<file path="src/rtl/rv_bus_sequencer.sv">
// External-bus cycle engine: splits a 32-bit core access into BUS_WIDTH beats,
// drives DDR mreq_n/wr_n phase pairs, and stretches T2 for MIN_WAIT and wait_n.
module rv_bus_sequencer #(
  parameter int BUS_WIDTH   = 16,
  parameter int ADDR_WIDTH  = 32,
  parameter int MIN_WAIT    = 0,
  parameter int IO_ADDR_BIT = 31
) (
  input  logic                    clk,
  input  logic                    rst,
  input  logic                    req_valid,
  output logic                    req_ready,
  input  logic [31:0]             req_addr,
  input  logic                    req_we,
  input  logic [3:0]              req_mask,
  input  logic [31:0]             req_wdata,
  output logic                    rsp_valid,
  output logic [31:0]             rsp_rdata,
  output logic [ADDR_WIDTH-1:0]   addr,
  output logic [1:0]              wr_n,
  output logic [1:0]              mreq_n,
  output logic                    rd_n,
  output logic [BUS_WIDTH/8-1:0]  msk_n,
  output logic                    iorq_n,
  input  logic                    wait_n,
  input  logic [BUS_WIDTH-1:0]    data_in,
  output logic [BUS_WIDTH-1:0]    data_out,
  output logic                    data_oe
);
  localparam int NBEATS = 32 / BUS_WIDTH;
  localparam int BB     = BUS_WIDTH / 8;
  localparam int KW     = 2;

  typedef enum logic [1:0] {IDLE, T1, T2, T3} state_t;
  state_t state;

  logic [ADDR_WIDTH-1:0] base_q;
  logic                  we_q;
  logic [3:0]            mask_q;
  logic [31:0]           wdata_q;
  logic [KW-1:0]         beat_q;
  logic [3:0]            wcnt;

  // {found, index} of the lowest beat at or above 'from' with a nonzero mask slice
  function automatic logic [KW:0] find_beat(input logic [3:0] m, input int from);
    logic [KW:0] r;
    r = '0;
    for (int k = NBEATS-1; k >= 0; k--)
      if (k >= from && m[k*BB +: BB] != '0) r = {1'b1, KW'(k)};
    return r;
  endfunction

  logic [KW:0]           first_b, next_b;
  logic [ADDR_WIDTH-1:0] req_base, ld_base, ld_addr;
  logic [3:0]            ld_mask;
  logic [31:0]           ld_wdata;
  logic                  ld_we;
  logic [KW-1:0]         ld_k;
  logic [BB-1:0]         ld_slice;
  logic [BUS_WIDTH-1:0]  ld_dout;
  logic                  unused_addr_lsb;

  assign unused_addr_lsb = ^req_addr[1:0];
  assign req_base = {req_addr[ADDR_WIDTH-1:2], 2'b00};
  assign first_b  = find_beat(req_mask, 0);
  assign next_b   = find_beat(mask_q, int'(beat_q) + 1);

  // Beat to load next: the first beat of a new request in IDLE, else the following beat
  always_comb begin
    if (state == IDLE) begin
      ld_base  = req_base;
      ld_mask  = req_mask;
      ld_wdata = req_wdata;
      ld_we    = req_we;
      ld_k     = first_b[KW-1:0];
    end else begin
      ld_base  = base_q;
      ld_mask  = mask_q;
      ld_wdata = wdata_q;
      ld_we    = we_q;
      ld_k     = next_b[KW-1:0];
    end
    ld_addr  = ld_base + ADDR_WIDTH'(int'(ld_k) * BB);
    ld_slice = ld_mask[int'(ld_k)*BB +: BB];
    ld_dout  = ld_wdata[int'(ld_k)*BUS_WIDTH +: BUS_WIDTH];
  end

  always_ff @(posedge clk or posedge rst) begin
    if (rst) begin
      state     <= IDLE;
      req_ready <= 1'b1;
      rsp_valid <= 1'b0;
      rsp_rdata <= '0;
      addr      <= '0;
      wr_n      <= 2'b11;
      mreq_n    <= 2'b11;
      rd_n      <= 1'b1;
      msk_n     <= '1;
      iorq_n    <= 1'b1;
      data_oe   <= 1'b0;
      data_out  <= '0;
      wcnt      <= '0;
      base_q    <= '0;
      we_q      <= 1'b0;
      mask_q    <= '0;
      wdata_q   <= '0;
      beat_q    <= '0;
    end else begin
      rsp_valid <= 1'b0;
      case (state)
        IDLE: begin
          if (req_valid && req_ready) begin
            base_q    <= req_base;
            we_q      <= req_we;
            mask_q    <= req_mask;
            wdata_q   <= req_wdata;
            rsp_rdata <= '0;
            if (first_b[KW]) begin
              state     <= T1;
              req_ready <= 1'b0;
              beat_q    <= ld_k;
              addr      <= ld_addr;
              msk_n     <= ~ld_slice;
              iorq_n    <= ~ld_addr[IO_ADDR_BIT];
              data_oe   <= ld_we;
              if (ld_we) data_out <= ld_dout;
              mreq_n    <= 2'b01;
            end else begin
              rsp_valid <= 1'b1;
            end
          end
        end
        T1: begin
          state  <= T2;
          mreq_n <= 2'b00;
          wr_n   <= we_q ? 2'b00 : 2'b11;
          rd_n   <= we_q;
          wcnt   <= 4'(MIN_WAIT);
        end
        T2: begin
          if (wcnt != '0) begin
            wcnt <= wcnt - 4'd1;
          end else if (wait_n) begin
            if (!we_q)
              for (int b = 0; b < BB; b++)
                if (mask_q[int'(beat_q)*BB + b])
                  rsp_rdata[int'(beat_q)*BUS_WIDTH + b*8 +: 8] <= data_in[b*8 +: 8];
            state  <= T3;
            mreq_n <= 2'b10;
            wr_n   <= we_q ? 2'b10 : 2'b11;
            if (!next_b[KW]) rsp_valid <= 1'b1;
          end
        end
        T3: begin
          if (next_b[KW]) begin
            state   <= T1;
            beat_q  <= ld_k;
            addr    <= ld_addr;
            msk_n   <= ~ld_slice;
            iorq_n  <= ~ld_addr[IO_ADDR_BIT];
            data_oe <= ld_we;
            if (ld_we) data_out <= ld_dout;
            mreq_n  <= 2'b01;
            wr_n    <= 2'b11;
            rd_n    <= 1'b1;
          end else begin
            state     <= IDLE;
            req_ready <= 1'b1;
            mreq_n    <= 2'b11;
            wr_n      <= 2'b11;
            rd_n      <= 1'b1;
            msk_n     <= '1;
            iorq_n    <= 1'b1;
            data_oe   <= 1'b0;
          end
        end
        default: state <= IDLE;
      endcase
    end
  end
endmodule

</file>
<file path="config.mk">
export PLATFORM = sky130hd
export DESIGN_NAME = rv_bus_sequencer
export DESIGN_NICKNAME = d
export VERILOG_FILES = /design/src/rtl/rv_bus_sequencer.sv
export SDC_FILE = /design/constraint.sdc
export NUM_CORES = 1
export LEC_CHECK = 0
export BUFFER_PORTS_ARGS = -buffer_cell sky130_fd_sc_hd__buf_2
export CAP_MARGIN = 20
export CORE_MARGIN = 10
export CORE_UTILIZATION = 25
export CTS_CLUSTER_SIZE = 25
export DETAILED_ROUTE_END_ITERATION = 7
export PLACE_DENSITY = 0.49
export SLEW_MARGIN = 20
export SYNTH_ARGS = -nofsm -noshare
export SYNTH_HDL_FRONTEND = slang
export SYNTH_SLANG_ARGS = --single-unit
</file>
<file path="constraint.sdc">
create_clock -name clk -period 5.5 [get_ports clk]
set_input_delay 0 -clock clk [delete_from_list [all_inputs] [get_ports clk]]
set_output_delay 0 -clock clk [all_outputs]
set_load 0.005 [all_outputs]
</file>
# Word level (Yosys, flattened, before mapping)
# Cells that the tools add are included.
# word_totals
output_inout_bits	91
inputBits	89
reg_bits	166
# classes
addsub	7
shifts	6
n_bitwise	2
order_cmp	4
muxes	80
eq_ne	11
n_reduce_logical	22
# ops
cell	count
$mux 32	15
$pmux 32 s2	2
$shift 8x33->32 const A	2
$shiftx 8x33->32	2
$bwmux 32	2
$mux 16	4
$mux 2	17
$neg 6->33	1
$neg 7->33	1
$add 32x3->32	1
$pmux 16 s2	1
$shiftx 32x7->16	1
$mux 1	21
$pmux 2 s4	2
$reduce_bool 2->1	8
$ne 2x2->1 const B	7
$mux 3	4
$reduce_and 4->1	3
$pmux 1 s2	5
$mux 4	2
$pmux 2 s2	2
$pmux 4 s2	1
$add 6x4->7 const B	1
$ge 1x3->1 const A	2
20 further kinds	25

# Longest topological paths before layout
# Gate-level depths: netlist of run 1.
# logic_depth
word_depth	14
depth_mapped	9
depth_no_buf	6

# Least setup slack after synthesis of run 1
# OpenSTA, ideal clock, no wires.
# synth_timing
path_type	flip-flop to flip-flop
start	register state[0]
end	register data_out[0]
path_buffers	2
setup_time_ps	125
arrival_ps	1784
stages_incl_launch_ff	9
slack_ps	3591
cell_sequence	dfrtp_1 -> inv_1 -> ha_1 -> buf_4 -> nand3_2 -> o22ai_2 -> o2111ai_4 -> buf_6 -> mux2_4
# synth_via
elab_chain_cells	7
word_cells_on_any_way	16
classes_between	4 x eq/ne; 1 x shift; 8 x mux; 3 x reduce/logical
# synth_rtl
element	line_no	source
start: declaration	35	state_t state;
start signal: assignment	90	state <= IDLE;
start signal: assignment	119	state <= T1;
start signal: assignment	134	state <= T2;
$logic_not 2->1	70, 110	
$mux 32 or $mux 2 (tied branches)	70	if (state == IDLE) begin
$shiftx 32x7->16	85	ld_dout = ld_wdata[int'(ld_k)*BUS_WIDTH +: BUS_WIDTH];
$mux 16	126, 162	
$mux 16	118	if (first_b[KW]) begin
$mux 16	112	if (req_valid && req_ready) begin
$pmux 16 s2	110	case (state)
end signal: assignment	126	if (ld_we) data_out <= ld_dout;
end signal: assignment	162	if (ld_we) data_out <= ld_dout;
end: declaration	27	output logic [BUS_WIDTH-1:0] data_out,
# Parallel ways exist; a longest one is shown, timed or not. The select of a mux whose other input is x is not followed.
# A chain may end at the register's enable or synchronous reset.

# Worst setup path in the final report of run 1
# layout_timing
start	register state[0]
end	register data_out[9]
# The elaborated chain is that of the path after synthesis.

==> results.json, run 1 <==
{
  "avgSynthCellArea_um2": 11.6,
  "drive_above_1_share_pct": 35.1,
  "yosysMostFrequentCell": "dfrtp_1",
  "worst_pin_slew_ns": 1.11,
  "ys_ff_latch": 163,
  "cts_resized": 0,
  "grt_pass1_vias": 6372,
  "setup_tns_ns": 0,
  "gp_congestion": 0.710,
  "cp-end-kind": "flip-flop",
  "worstSkewPairLatency_ns": 0.44,
  "peakVddDrop_v": 0.000222,
  "num_vias": 6062,
  "grt-ovfl-total": 0,
  "cts_root_buf": "clkbuf_16",
  "power_per_cell_area_nw_per_um2": 567,
  "grt_max_degree": 66,
  "fmax_ghz": 0.282,
  "cap_violations": 0,
  "coreArea_um2": 30700,
  "io_pins": 180,
  "cts_setup_buffers": 0,
  "dpl_cell_area_um2": 9000,
  "synthArstFlopShare_pct": 100,
  "setup_viol_count_final": 0,
  "insertedDiodeCount": 0,
  "wirelength_mm": 23.0,
  "cts_tree": "yes",
  "syn_inst": 669,
  "slew_headroom_pct": 25.6,
  "nNetsFinal": 993,
  "synth_nets": 764,
  "vias_per_cell": 4.64,
  "area_growth_pct": 32.8,
  "worstPathArrival_ns": 3.88,
  "die_width_um": 196,
  "antenna_found_initial": 0,
  "final.min_clock_period_ns": 3.55,
  "min-delay-start": "data_in[7]",
  "drtPass1Iterations": 4,
  "gr-usage-all-layers_pct": 11.9,
  "syn-cell-area_um2": 7770,
  "dieArea_um2": 38500,
  "clock_skew_ns": 0.0156,
  "drcViolationCount": 0,
  "synth_commonest_cells": "dfrtp_1, mux2_2, nand2_1, mux2i_1, nor3_1",
  "fill_cells": 3142,
  "slew_violations": 0,
  "grt_pass1_wl_mm": 36.9,
  "crit_path_max_fanout": 44,
  "worstHoldPathType": "input port to flip-flop",
  "cp-start-kind": "flip-flop",
  "rsz0062_at_grt": "no",
  "drtIter0Drc": 324,
  "design_area_um2": 10300,
  "synth_flop_cell": "dfrtp_1",
  "crit_required_ns": 5.83,
  "critPathKind": "flip-flop to flip-flop",
  "clock_sinks": 163,
  "clock_path_buffers": 2,
  "dp_hpwl_mm": 14.9,
  "io_buffers": 176,
  "critPathLaunch": "state[0]",
  "cts.htree.levels": 4,
  "yosysTopAreaCellShare_pct": 49.6,
  "ys_warn_count": 0,
  "hold_violations": 0,
  "drt-wirelength-per-cell_um": 17.6,
  "num_rows": 64,
  "chipHeight_um": 196,
  "fin_crit_sh_pct": 64.5,
  "synth_top_cell_by_area": "dfrtp_1",
  "synth_area_leaders": "dfrtp_1, mux2_2, mux2i_1, a221o_1, dfstp_2",
  "synth_cell_types": 47,
  "leakagePower_uw": 0.00476,
  "postRouteAntennaNets": 0,
  "numCtsBuffers": 17,
  "synth_edf_count": 0,
  "path_clk_slew_ns": 0.07,
  "r2r_start": "state[0]",
  "yosysSeqAreaShare_pct": 52.6,
  "start_util_pct": 25.3,
  "outcome": "finished, final reports clean"
}
area by class of cell:
cell class	instances	area (um^2)	share of cell area [%]
Multi-Input combinational cell	425	3360	32.5
Sequential cell	163	4090	39.6
Clock buffer	18	439	4.25
Clock inverter	13	103	0.994
Timing Repair Buffer	263	1730	16.7
Inverter	28	110	1.07
Tap cell	396	495	4.80
worst max-delay path: stages, from the launching register on:
cell and delay [ns]:
dfrtp_1 0.43, inv_1 0.16, ha_4 0.47, buf_4 0.73, nand2b_1 0.25, nor3_4 0.83, a221oi_1 0.23, mux2_2 0.33
report_power, final:
part	switching [uW]	internal (uW)	leakage, uW
Combinational	1400	1200	0.00250
Clock	543	596	0.000265
Sequential	326	1780	0.00199
Total	2270	3580	0.00476
per-stage QoR:
stage | hold WS (ns) | utilization, % | setup slack [ns] | power [uW] | instances
2_1_floorplan | 0.133 | - | 1.11 | 3880 | 669
3_3_place_gp | 0.139 | 29.4 | 1.94 | 4690 | 1198
3_5_place_dp | 0.136 | 29.4 | 1.88 | 4740 | 1198
4_1_cts | 0.0150 | 33.6 | 1.89 | 5940 | 1306
5_1_grt | 0.0427 | 33.7 | 1.68 | 6330 | 1306
6_report | 0.0386 | 33.7 | 1.95 | 5850 | 1306
placed cells by master (no fill, tap or decap), types with 27 or more instances in the layout:
master / instances
a31oi_1: 32
o21ai_0: 27
dlygate4sd3_1: 77
mux2i_1: 49
mux2_2: 59
nand2_1: 49
buf_2: 176
a21oi_1: 37
nor3_1: 44
dfrtp_1: 154
path summary, 6_finish.rpt:
kind | end | slack, ns | cells after the start
max | data_out[9] | 1.95 | 7
min | rsp_rdata[23] | 0.04 | 4
max reg2reg | data_out[9] | 1.95 | 7
min reg2reg | mreq_n[0] | 0.47 | 2
max in group asynchronous | wdata_q[28] | 4.09 | 4
min in group asynchronous | addr[7] | 0.20 | 3
kinds of logic (layout without fill, tap and decap cells):
| logic type | after synthesis | in the layout | synth area share, % |
|---|---|---|---|
| xor gates and xnor gates | 1 | 1 | 0.113 |
| adders and majority gates | 6 | 6 | 0.966 |
| other | 1 | 1 | 0.0482 |
| DFF | 163 | 163 | 52.6 |
| muxes | 117 | 117 | 16.6 |
| buffers and inverters | 81 | 322 | 4.75 |
| AOI/OAI and AO/OA | 157 | 157 | 15.1 |
| and+or+nand+nor | 143 | 143 | 9.77 |
flip-flops by register name, summed over array words and instances, names as in the netlist:
name	count
msk_n	2
req_ready	1
data_oe	1
rsp_rdata	32
addr	31
rsp_valid	1
data_out	16
wcnt	4
we_q	1
wdata_q	32
wr_n	2
state	2
base_q	30
mreq_n	2
rd_n	1
mask_q	4
iorq_n	1
metal layers:
metal / GRT usage (%) / part of all wire, %
met1: 15.7 / 47
met2: 18.4 / 45
met3: 4.28 / 7.0
met4: 2.55 / 0.73
met5: 0 / 0
what timing repair did:
| action | CTS | global route |
|---|---|---|
| endpoints found under the hold margin | 166 | 0 |
| hold buffers | 77 | 0 |
| setup endpoints to repair | 0 | 0 |
No activity file was read; power rests on OpenSTA's default activity.
==> run 2, diff against run 1 <==
--- a/config.mk
+++ b/config.mk
@@ -11,7 +11,7 @@
 export CORE_UTILIZATION = 25
 export CTS_CLUSTER_SIZE = 25
 export DETAILED_ROUTE_END_ITERATION = 7
-export PLACE_DENSITY = 0.49
+export PLACE_DENSITY = 0.51
 export SLEW_MARGIN = 20
 export SYNTH_ARGS = -nofsm -noshare
 export SYNTH_HDL_FRONTEND = slang
==> constraint.sdc (replaced) <==
create_clock -name clk -period 2.85 [get_ports clk]
set_input_delay 0 -clock clk [delete_from_list [all_inputs] [get_ports clk]]
set_output_delay 0 -clock clk [all_outputs]
set_load 0.005 [all_outputs]
==> run 2 against run 1 <==
Hold slack worse by 0.0058 ns. Non-clock buffer count up 7. Clock power up 110%. Global-route usage down 0.15 points. Register-to-register slack worse by 1.5 ns. Sequential power up 93%. Die area unchanged. Critical path type unchanged. Critical endpoint is now data_out[4].
==> results.json, run 2 (same netlist as run 1, synthesis figures left out) <==
{
  "outcome": "finished, final reports clean",
  "multi_input_area_um2": 3350,
  "crit_required_ns": 3.17,
  "p_sw_uw": 4390,
  "coreArea_um2": 30700,
  "die_width_um": 196,
  "critPathKind": "flip-flop to flip-flop",
  "fin_crit_sh_pct": 83.1,
  "clock_path_buffers": 2,
  "p_sw_share_pct": 38.2,
  "gr-usage-all-layers_pct": 11.8,
  "drive_above_1_share_pct": 35.5,
  "worstHoldPathType": "input port to flip-flop",
  "r2r_setup_slack_ns": 0.48,
  "chipHeight_um": 196,
  "crit_path_max_fanout": 49,
  "stdcell_count": 1315,
  "setup_tns_ns": 0,
  "whs_ns": 0.0329,
  "cts_tree": "yes",
  "grt_pass1_vias": 6342,
  "leakagePower_uw": 0.00482,
  "num_rows": 64,
  "final.min_clock_period_ns": 2.37,
  "design_area_um2": 10400,
  "rr_worst_depth": 6,
  "worstSkewPairLatency_ns": 0.44,
  "rsz0062_at_grt": "no",
  "dpl_cell_area_um2": 9070,
  "io_buffers": 176,
  "clock_sinks": 163,
  "drtPass1Iterations": 4,
  "numCtsBuffers": 17,
  "fill_cells": 3110,
  "peakVddDrop_v": 0.000499,
  "cts_setup_buffers": 0,
  "wirelength_mm": 22.7,
  "combPwrFrac_pct": 44.5,
  "clock_skew_ns": 0.00878,
  "final_cell_mix": "buf_2, dfrtp_1, dlygate4sd3_1",
  "hold_violations": 0,
  "grt_pass1_wl_mm": 36.5,
  "drt-wirelength-per-cell_um": 17.3,
  "area_growth_pct": 34.4,
  "fmax_ghz": 0.422,
  "antenna_found_initial": 0,
  "cp-start-kind": "flip-flop",
  "final_common_cell": "buf_2",
  "slew_violations": 0,
  "start_util_pct": 25.3,
  "cp-end-kind": "flip-flop",
  "power_per_cell_area_nw_per_um2": 1100,
  "nNetsFinal": 1000,
  "cp-endpoint": "data_out[4]",
  "path_clk_slew_ns": 0.07,
  "cts_root_buf": "clkbuf_16",
  "grt_max_degree": 135,
  "dp_cells": 1204,
  "vias_per_cell": 4.61,
  "critPathLaunch": "state[0]",
  "dieArea_um2": 38500,
  "cap_violations": 0,
  "intPower_uw": 7110,
  "seq_power_share_pct": 35.2,
  "cts.htree.levels": 4,
  "setup_viol_count_final": 0,
  "r2r_start": "state[0]",
  "worst_pin_slew_ns": 0.845,
  "io_pins": 180,
  "gp_congestion": 0.736,
  "num_vias": 6063,
  "postRouteAntennaNets": 0,
  "slew_headroom_pct": 43.6,
  "worstPathArrival_ns": 2.69,
  "clockPowerShare_pct": 20.3,
  "rr_endpoint": "data_out[4]",
  "grt-ovfl-total": 0,
  "drcViolationCount": 0,
  "register_area_um2": 4090,
  "reg.largest.list": "rsp_rdata: 32 flops, wdata_q: 32 flops, addr: 31 flops",
  "dp_hpwl_mm": 14.8,
  "drtIter0Drc": 382
}
## run 2: power groups by stage
stage          clock [uW]  combinational (uW)  sequential (uW)
2_1_floorplan           0                3480             4000
3_3_place_gp            0                5030             4060
3_5_place_dp            0                5100             4080
4_1_cts              2450                5190             4050
5_1_grt              2520                5710             4200
6_report             2340                5110             4050
## run 2: layout make-up
| class | count | area share, % |
|---|---|---|
| antenna | 1 | 0.0240 |
| inverter | 28 | 1.04 |
| clock buffer | 20 | 4.47 |
| sequential | 163 | 39.2 |
| timing repair buffer | 270 | 17.3 |
| tap | 396 | 4.74 |
| clock inverter | 12 | 1.16 |
| multi-input combinational | 425 | 32.1 |
## run 2: metrics by stage
stage	util, %	setup WS (ns)	power [uW]
3_5_place_dp	29.6	0.326	9180
2_1_floorplan	-	0.787	7480
6_report	34.1	0.482	11500
4_1_cts	34.0	0.328	11700
3_3_place_gp	29.6	0.387	9090
5_1_grt	34.1	0.315	12400
## run 2: worst min path at each step
stage	start	depth (start not counted)	to
after floorplan	data_in[10]	1	rsp_rdata[10]
after detailed placement	rst	3	rsp_rdata[14]
after global routing	data_in[5]	4	rsp_rdata[21]
after CTS	data_in[3]	4	rsp_rdata[19]
final	data_in[3]	4	rsp_rdata[19]
after global placement	rst	3	rsp_rdata[12]
## run 2: per-layer routing
layer  vias to the layer above  track usage [%]  part of all wire, %
met5                         -                0                    0
met4                         0             3.65                  1.2
met3                        18             3.56                  6.0
met2                       163             18.1                   45
met1                      2930             15.6                   47
li1                       2952                -                    -
## run 2: critical path, cell delays in order (launching register included)
cell	delay [ns]
dfrtp_1	0.44
inv_1	0.15
ha_4	0.25
buf_4	0.63
mux2i_1	0.33
a221oi_2	0.09
mux2_4	0.29
## run 2: timing repair
action / 4_1_cts / 5_1_grt
hold buffers: 77 / 0
endpoints found under the setup margin: 0 / 0
hold endpoints to repair: 261 / 0
resized for setup: 0 / 0
==> run 3, diff against run 2 <==
--- a/config.mk
+++ b/config.mk
@@ -11,7 +11,7 @@
 export CORE_UTILIZATION = 25
 export CTS_CLUSTER_SIZE = 25
 export DETAILED_ROUTE_END_ITERATION = 7
-export PLACE_DENSITY = 0.51
+export PLACE_DENSITY = 0.49
 export SLEW_MARGIN = 20
 export SYNTH_ARGS = -nofsm -noshare
 export SYNTH_HDL_FRONTEND = slang
==> constraint.sdc (replaced) <==
create_clock -name clk -period 2.2 [get_ports clk]
set_input_delay 0 -clock clk [delete_from_list [all_inputs] [get_ports clk]]
set_output_delay 0 -clock clk [all_outputs]
set_load 0.005 [all_outputs]
==> run 3 against run 2 <==
Critical path depth up 1. Clock skew grew 0.0024 ns. Via count is 1.2% higher. Hold slack gained 0.0029 ns. Clock-buffer cell count decreased by 3. Maximum frequency increased by 16%. Sequential power up 30%. Critical path type unchanged.
==> results.json, run 3 (same netlist as run 1, synthesis figures left out) <==
{
  "outcome": "finished, final reports clean",
  "p_sw_share_pct": 37.8,
  "seq_power_share_pct": 34.2,
  "drtPass1Iterations": 5,
  "io_buffers": 176,
  "cts_root_buf": "clkbuf_16",
  "slew_violations": 0,
  "drcViolationCount": 0,
  "io_pins": 180,
  "combPwrFrac_pct": 44.9,
  "num_vias": 6135,
  "nNetsFinal": 1009,
  "numCtsBuffers": 17,
  "dieArea_um2": 38500,
  "final_cell_mix": "buf_2, dfrtp_1, dlygate4sd3_1",
  "critical_path.top_delay_family": "compound AO/OA/AOI/OAI gates",
  "crit_slowest_cell": "dfrtp_1",
  "grt_pass1_vias": 6334,
  "final_common_cell": "buf_2",
  "grt-ovfl-total": 0,
  "design_area_um2": 10700,
  "rsz0062_at_grt": "no",
  "grt_max_degree": 86,
  "drt-wirelength-per-cell_um": 17.5,
  "intPower_uw": 9590,
  "clock_sinks": 163,
  "num_rows": 64,
  "cp-start-kind": "flip-flop",
  "hold_violations": 0,
  "setup_tns_ns": 0,
  "gp_congestion": 0.740,
  "drtIter0Drc": 339,
  "postLayoutCoreUtil_pct": 34.8,
  "die_width_um": 196,
  "cts_tree": "yes",
  "globalRouteMet1Util_pct": 15.8,
  "clockPowerShare_pct": 20.9,
  "fill_cells": 3080,
  "fmax_ghz": 0.491,
  "critPathKind": "flip-flop to flip-flop",
  "area_growth_pct": 37.3,
  "cp-end-kind": "flip-flop",
  "gr-usage-met3_pct": 4.35,
  "crit_required_ns": 2.58,
  "start_util_pct": 25.3,
  "path_buf_inv": 2,
  "crit_path_max_fanout": 16,
  "postRouteAntennaNets": 0,
  "worstSkewPairLatency_ns": 0.44,
  "cap_violations": 0,
  "wirelength_mm": 23.1,
  "coreArea_um2": 30700,
  "reg.largest.list": "rsp_rdata: 32 flops, wdata_q: 32 flops, addr: 31 flops",
  "dpl_cell_area_um2": 9260,
  "power_per_cell_area_nw_per_um2": 1440,
  "worstHoldPathType": "input port to flip-flop",
  "gr-usage-all-layers_pct": 12.0,
  "peakVddDrop_v": 0.000677,
  "worstPathArrival_ns": 2.41,
  "path_clk_slew_ns": 0.07,
  "grt_use_met2_pct": 18.3,
  "clock_path_buffers": 2,
  "setup_viol_count_final": 0,
  "fin_crit_sh_pct": 92.6,
  "grt_pass1_wl_mm": 37.0,
  "chipHeight_um": 196,
  "leakagePower_uw": 0.00493,
  "antenna_found_initial": 0,
  "cpPeakStageDelay_ns": 0.37,
  "clock_skew_ns": 0.0112,
  "dp_hpwl_mm": 15.4,
  "worst_pin_slew_ns": 0.652,
  "drive_above_1_share_pct": 36.1,
  "insertedDiodeCount": 0,
  "slew_headroom_pct": 56.4,
  "vias_per_cell": 4.64,
  "grt.busiest_layer": "met2",
  "p_sw_uw": 5820,
  "final.min_clock_period_ns": 2.04,
  "worstPathCellList": "inv_1 -> ha_4 -> nand2b_1 -> o32a_1 -> buf_12 -> a221oi_1 -> mux2_4",
  "cts.htree.levels": 4,
  "r2r_setup_slack_ns": 0.16
}
[run 3: cell count changes in the layout (fill, tap and decap cells not counted), sizes merged]
cell / before / now
buf: 193 / 201
clkbuf: 20 / 17
bufinv: 1 / 3
clkinv: 4 / 5
clkinvlp: 3 / 2
diode: 1 / 0
dlygate4sd3: 77 / 78
inv: 32 / 33
[run 3: tightest hold or removal path, stage by stage]
cell	delay [ns]
buf_2	0.09
nand2_1	0.07
nor3_1	0.13
a221o_1	0.15
[run 3: final timing paths]
check / from / endpoint / cells after the start
worst max-delay path: state[1] / data_out[15] / 7
worst min-delay path: data_in[8] / rsp_rdata[8] / 4
worst max register to register: state[1] / data_out[15] / 7
worst min register to register: mreq_n[0] / mreq_n[0] / 2
max in group asynchronous: rst / msk_n[1] / 4
min in group asynchronous: rst / rsp_rdata[31] / 3
[run 3: metal layers]
layer,routed length (um),vias to the layer above
li1,-,2956
met1,10800,2984
met2,10500,184
met3,1660,11
met4,195,0
met5,0,-
[run 3: timing repair]
action | CTS | global route
setup buffers | 0 | 1
endpoints found under the setup margin | 0 | 4
endpoints found under the hold margin | 124 | 0
hold buffers | 78 | 0
resized for setup | 0 | 2
[run 3: power by group through the flow]
stage | registers, uW | logic [uW] | clock network [uW]
6_report | 5260 | 6920 | 3230
5_1_grt | 5430 | 7680 | 3460
4_1_cts | 5260 | 7020 | 3350
3_5_place_dp | 5300 | 6900 | 0
3_3_place_gp | 5280 | 6800 | 0
2_1_floorplan | 5180 | 4510 | 0
[run 3: area by class of cell]
class | count | area, um^2 | area share [%]
clock inverter | 15 | 196 | 1.84
sequential | 163 | 4090 | 38.3
clock buffer | 17 | 425 | 3.99
multi-input combinational | 425 | 3360 | 31.4
timing repair buffer | 279 | 2000 | 18.8
inverter | 28 | 109 | 1.02
tap | 396 | 495 | 4.64
[run 3: stage by stage]
stage | total power (uW) | std cells | worst slack [ns] | hold slack (ns)
2_1_floorplan | 9690 | 669 | 0.137 | 0.133
3_3_place_gp | 12100 | 1212 | 0.114 | 0.147
3_5_place_dp | 12200 | 1212 | 0.106 | 0.146
4_1_cts | 15600 | 1322 | 0.0784 | 0.00409
5_1_grt | 16600 | 1323 | 0.0196 | 0.0375
6_report | 15400 | 1323 | 0.163 | 0.0358
